**src/rtl/uart_tx_fifo.sv**
```systemverilog
// 8N1 UART transmitter (LSB first) fed from a small byte FIFO; bytes are sent back-to-back.
// Latency: a byte written into an empty FIFO while idle drives the start bit after the second following edge.
// Backpressure: o_Tx_Ready drops while the FIFO holds FIFO_DEPTH bytes; writes then are ignored.

module uart_tx_byte_fifo #(
    parameter int WIDTH = 8,
    parameter int DEPTH = 4
) (
    input  logic                     clk,
    input  logic                     rst,
    input  logic                     in_vld,
    output logic                     in_rdy,
    input  logic [WIDTH-1:0]         in_dat,
    output logic                     out_vld,
    input  logic                     out_rdy,
    output logic [WIDTH-1:0]         out_dat,
    output logic [$clog2(DEPTH):0]   count
);
    localparam int PW = $clog2(DEPTH);
    localparam logic [PW:0] FULL = (PW+1)'(DEPTH);

    logic [WIDTH-1:0] mem [DEPTH];
    logic [PW-1:0]    wr_ptr;
    logic [PW-1:0]    rd_ptr;
    logic             push;
    logic             pop;

    // Ready and valid come from the pre-edge count, so a push while full is dropped
    // even when the head is popped on the same edge.
    assign in_rdy  = (count < FULL);
    assign out_vld = (count != '0);
    assign out_dat = mem[rd_ptr];
    assign push    = in_vld & in_rdy;
    assign pop     = out_vld & out_rdy;

    // Storage array, written at the tail; contents need no reset.
    always_ff @(posedge clk) begin
        if (push) begin
            mem[wr_ptr] <= in_dat;
        end
    end

    // Pointers wrap naturally; count tracks occupancy including simultaneous push/pop.
    always_ff @(posedge clk) begin
        if (rst) begin
            wr_ptr <= '0;
            rd_ptr <= '0;
            count  <= '0;
        end else begin
            if (push) begin
                wr_ptr <= wr_ptr + 1'b1;
            end
            if (pop) begin
                rd_ptr <= rd_ptr + 1'b1;
            end
            case ({push, pop})
                2'b10:   count <= count + 1'b1;
                2'b01:   count <= count - 1'b1;
                default: count <= count;
            endcase
        end
    end
endmodule

module uart_tx_fifo #(
    parameter int CLKS_PER_BIT = 435,
    parameter int FIFO_DEPTH   = 4
) (
    input  logic                          i_Clock,
    input  logic                          i_Reset,
    input  logic                          i_Tx_DV,
    input  logic [7:0]                    i_Tx_Byte,
    output logic                          o_Tx_Ready,
    output logic                          o_Tx_Serial,
    output logic                          o_Tx_Active,
    output logic                          o_Tx_Done,
    output logic [$clog2(FIFO_DEPTH):0]   o_Fifo_Count
);
    localparam int CW = $clog2(CLKS_PER_BIT);
    localparam logic [CW-1:0] LAST_CLK = CW'(CLKS_PER_BIT - 1);

    localparam logic [2:0] IDLE    = 3'd0;
    localparam logic [2:0] START   = 3'd1;
    localparam logic [2:0] DATA    = 3'd2;
    localparam logic [2:0] STOP    = 3'd3;
    localparam logic [2:0] CLEANUP = 3'd4;

    logic [2:0]    state;
    logic [CW-1:0] clk_cnt;
    logic [2:0]    bit_idx;
    logic [7:0]    shift;
    logic          head_vld;
    logic [7:0]    head_dat;
    logic          pop;
    logic          bit_end;
    logic          line_nxt;
    logic          active_nxt;

    // The FSM only takes a byte when it is sitting idle with something queued.
    assign pop     = (state == IDLE) && head_vld;
    assign bit_end = (clk_cnt == LAST_CLK);

    uart_tx_byte_fifo #(
        .WIDTH (8),
        .DEPTH (FIFO_DEPTH)
    ) u_fifo (
        .clk     (i_Clock),
        .rst     (i_Reset),
        .in_vld  (i_Tx_DV),
        .in_rdy  (o_Tx_Ready),
        .in_dat  (i_Tx_Byte),
        .out_vld (head_vld),
        .out_rdy (pop),
        .out_dat (head_dat),
        .count   (o_Fifo_Count)
    );

    // Frame sequencer: start, eight data bits, stop, one cleanup cycle, back to idle.
    always_ff @(posedge i_Clock) begin
        if (i_Reset) begin
            state   <= IDLE;
            clk_cnt <= '0;
            bit_idx <= '0;
            shift   <= '0;
        end else begin
            case (state)
                IDLE: begin
                    if (head_vld) begin
                        shift   <= head_dat;
                        clk_cnt <= '0;
                        bit_idx <= '0;
                        state   <= START;
                    end
                end
                START: begin
                    if (bit_end) begin
                        clk_cnt <= '0;
                        bit_idx <= '0;
                        state   <= DATA;
                    end else begin
                        clk_cnt <= clk_cnt + 1'b1;
                    end
                end
                DATA: begin
                    if (bit_end) begin
                        clk_cnt <= '0;
                        if (bit_idx == 3'd7) begin
                            bit_idx <= '0;
                            state   <= STOP;
                        end else begin
                            bit_idx <= bit_idx + 1'b1;
                        end
                    end else begin
                        clk_cnt <= clk_cnt + 1'b1;
                    end
                end
                STOP: begin
                    if (bit_end) begin
                        clk_cnt <= '0;
                        state   <= CLEANUP;
                    end else begin
                        clk_cnt <= clk_cnt + 1'b1;
                    end
                end
                CLEANUP: begin
                    state <= IDLE;
                end
                default: begin
                    state <= IDLE;
                end
            endcase
        end
    end

    // Line level and busy flag decoded from the current state and bit index.
    always_comb begin
        line_nxt   = 1'b1;
        active_nxt = 1'b0;
        case (state)
            START: begin
                line_nxt   = 1'b0;
                active_nxt = 1'b1;
            end
            DATA: begin
                line_nxt   = shift[bit_idx];
                active_nxt = 1'b1;
            end
            STOP: begin
                line_nxt   = 1'b1;
                active_nxt = 1'b1;
            end
            default: begin
                line_nxt   = 1'b1;
                active_nxt = 1'b0;
            end
        endcase
    end

    // Registered outputs lag the state by one cycle, so Done lands exactly as the stop bit ends.
    always_ff @(posedge i_Clock) begin
        if (i_Reset) begin
            o_Tx_Serial <= 1'b1;
            o_Tx_Active <= 1'b0;
            o_Tx_Done   <= 1'b0;
        end else begin
            o_Tx_Serial <= line_nxt;
            o_Tx_Active <= active_nxt;
            o_Tx_Done   <= (state == CLEANUP);
        end
    end
endmodule

```
**config.mk**
```make
export PLATFORM = sky130hd
export DESIGN_NAME = uart_tx_fifo
export DESIGN_NICKNAME = d
export VERILOG_FILES = /design/src/rtl/uart_tx_fifo.sv
export SDC_FILE = /design/constraint.sdc
export NUM_CORES = 1
export LEC_CHECK = 0
export CORE_ASPECT_RATIO = 0.7
export CORE_MARGIN = 2
export CORE_UTILIZATION = 50
export DETAILED_ROUTE_END_ITERATION = 8
export PLACE_DENSITY = 0.75
export SLEW_MARGIN = 20
export SYNTH_ARGS = -nofsm -noshare
export SYNTH_HDL_FRONTEND = slang
export SYNTH_SLANG_ARGS = --single-unit
```
**constraint.sdc**
```tcl
create_clock -name i_Clock -period 2.15 [get_ports i_Clock]
set_input_delay 0.3225 -clock i_Clock [delete_from_list [all_inputs] [get_ports i_Clock]]
set_output_delay 0.3225 -clock i_Clock [all_outputs]
set_load 0.01 [all_outputs]
```
==> run_results.csv <==
group,metric,value,unit
synth,synth_area,2780,um^2
synth,synth-edff-count,32,
timing,whs,0.457,ns
run_status,status,"finished clean",
die,fp.dieW,93.2,um
die,coreArea,5310,um^2
setup_path,worst_setup_path_start_kind,"flop",
placed_design,dp.cells,316,
drt,dr.pass1.iters,4,
clock_tree,htree_levels,3,
die,row_count,22,
pwr,power.total,0.00372,W
global_route,grt_pass1_wl,8090,um
synth,synth_commonest_cells,"33 x dfxtp_1, 32 x edfxtp_1, 20 x nand2_1, 20 x nor2_1, 16 x a21oi_1",
layout,nNetsFinal,276,
pwr,power_frac_seq,0.436,
placed_design,routabilityCongestion,0.778,
drt,drt-total-wl,4690,um
timing,fin_crit,2.01,ns
job,maxCapViolations,0,
setup_path,rrSetupSlack,0.14,ns
layout,fillerInstances,423,
placed_design,io_buffers,17,
die,die_height,66.4,um
synth,synth_seq_cells,65,
pwr,p_switching,0.00122,W
setup_path,critPathMaxStageDelay,0.37,ns
pwr,switching_share,0.328,
setup_path,cp_slowest_cell,"fa_1",
setup_path,critPathKind,"flop to flop",
die,initial_utilization,0.524,
synth,synth_top_area_cell,"edfxtp_1",
layout,antenna_cells,0,
synth,synth.area.top_cells,"edfxtp_1 35%, dfxtp_1 24%, mux4_2 8.1%",
placed_design,hpwl,3260,um
pwr,leakagePower,1.14,nW
clock_tree,cts_buffers,9,
synth,yosysTopAreaCellShare,0.345,
synth,synth_ff_type,"dfxtp_1",
synth,async_flop_share,0,
drt,route.vias.total,1748,
drt,drtIter0Drc,51,
global_route,first_global_vias,1697,
synth,yosys_warnings,0,
timing,relSlewSlack,0.577,
drt,wl_per_cell,14.1,um
setup_path,crit_arrival,2.28,ns
placed_design,post-place-ws,-0.0164,ns
worst_hold_path,min-delay-path-class,"flop to flop",
pwr,intPower,0.00250,W
layout,layout-drive-gt1-share,0.185,
clock_tree,clock-sinks,65,
pwr,irDropWorstVdd,721,uV
timing,worst_slew_pin_slew,0.631,ns
clock_tree,cts_max_path_buffers,2,
setup_path,endpoint_kind,"flop",
layout,fin_util,0.621,
global_route,overflow,0,
timing,grt_setup_unrepaired,"no",
pwr,p_clk_frac,0.255,
synth,syn_area_per_cell,12.4,um^2
timing,max_freq,498,MHz
timing,setup_violations,0,
layout,final_cells,332,
synth,syn_inst,225,
layout,areaGrowthSynthToFinish,18.5,%
drt,ant_nets,0,
global_route,antenna_found_initial,0,
clock_tree,insertion_delay,0.34,ns
timing,slew_viol_final,0,
clock_tree,cts_root_buffer,"clkbuf_8",
synth,synthDistinctLibCells,43,
global_route,grt_max_degree,24,
pwr,comb_power_share,0.310,
clock_tree,clk_pin_slew,0.07,ns
clock_tree,cts_tree,"yes",
setup_path,path_cells,"nor3_4, nand2_2, inv_4, ha_2, inv_1, fa_1, xor2_1, or3_1, a21oi_1",
die,dieArea,6190,um^2
global_route,grtUsageTotal,0.178,
die,ioPinCount,18,
synth,synth_most_common_cell,"dfxtp_1",
timing,final_hold_viol_count,0,
setup_path,cp.required,2.43,ns
synth,seq_area_frac_synth,0.582,
setup_path,cp_max_fo,3,
synth,syn_nets,246,
timing,finalClockSkew,0.00625,ns
drt,drc,0,
drt,vias_per_cell,5.27,
timing,min_period_over_period,0.934,
timing,fin_ws,0.143,ns
pwr,power_density,1130,nW/um^2
[cell families (layout without fill, tap and decap cells)]
logic type | count (synthesis) | count (layout) | synth area share
AO/OA/AOI/OAI | 33 | 33 | 0.0760
AND/OR/NAND/NOR | 69 | 69 | 0.130
XOR/XNOR | 14 | 14 | 0.0440
adder cells (fa/ha/maj) | 10 | 10 | 0.0476
flip-flops | 65 | 65 | 0.582
buffers and inverters | 22 | 57 | 0.0319
multiplexers | 12 | 12 | 0.0881
[sequential cells by signal (all words and copies together), names as in the netlist]
| register | count |
|---|---|
| clk_cnt | 9 |
| o_Tx_Active | 1 |
| state | 3 |
| bit_idx | 3 |
| u_fifo.rd_ptr | 2 |
| u_fifo.wr_ptr | 2 |
| o_Tx_Serial | 1 |
| u_fifo.count | 3 |
| shift | 8 |
| u_fifo.mem | 32 |
| o_Tx_Done | 1 |
[stage by stage]
stage	instance area, um^2	TNS [ns]
5_1_grt	3300	0
3_3_place_gp	3110	0
4_1_cts	3290	0
3_5_place_dp	3110	-0.0164
6_report	3300	0
2_1_floorplan	2800	0
[worst max-delay path, delay by kind of cell (launching register included)]
family | cells | cell delay [ns]
and+or+nand+nor | 3 | 0.63
buffers and inverters | 2 | 0.11
xor gates and xnor gates | 1 | 0.16
adders and majority gates | 2 | 0.55
DFF | 1 | 0.34
AOI/OAI and AO/OA | 1 | 0.14
[routing by layer]
metal	track usage	vias up	wire, um
met5	0	-	0
met4	0.0864	0	81
met2	0.248	29	1910
met3	0.0650	9	210
li1	-	879	-
met1	0.245	831	2480
[cell usage in the layout (no fill, tap or decap), types with 3 or more instances in the layout]
cell / n
nor2_1: 20
a21oi_1: 16
a211oi_1: 4
xnor2_1: 9
ha_1: 8
o21ai_0: 4
nand2_1: 19
clkbuf_8: 10
inv_1: 11
and2_1: 5
mux4_2: 10
buf_4: 12
dfxtp_1: 32
clkdlybuf4s50_1: 17
xor2_1: 5
or4b_1: 3
edfxtp_1: 32
nand3_1: 4
[power by group through the flow]
stage | combinational, W | clock [W] | sequential (W)
global route | 0.00129 | 0.00103 | 0.00164
floorplan | 0.000793 | 0 | 0.00162
detailed placement | 0.00115 | 0 | 0.00165
finish | 0.00115 | 0.000946 | 0.00162
global placement | 0.00113 | 0 | 0.00164
CTS | 0.00116 | 0.000968 | 0.00162
[what timing repair did]
item                       4_1_cts  5_1_grt
resized for setup                0        2
setup endpoints to repair        0        1
hold buffers                     0        0
setup buffers                    0        0
[path summary, 6_finish.rpt]
kind                 start               to  depth (start not counted)
setup / recovery  state[1]  u_fifo.count[2]                          9
hold reg to reg   shift[7]         shift[7]                          2
setup reg to reg  state[1]  u_fifo.count[2]                          9
hold / removal    shift[7]         shift[7]                          2
[cell type report]
cell class	instances	area, um^2	area share
flip-flops and latches	65	1620	0.492
multi-input cells	138	1090	0.330
repair buffers	29	260	0.0789
clock buffers	10	138	0.0417
well taps	72	90.1	0.0273
clock inverters	6	50.0	0.0152
inverters	12	47.5	0.0144
No activity file was read; power rests on OpenSTA's default activity.
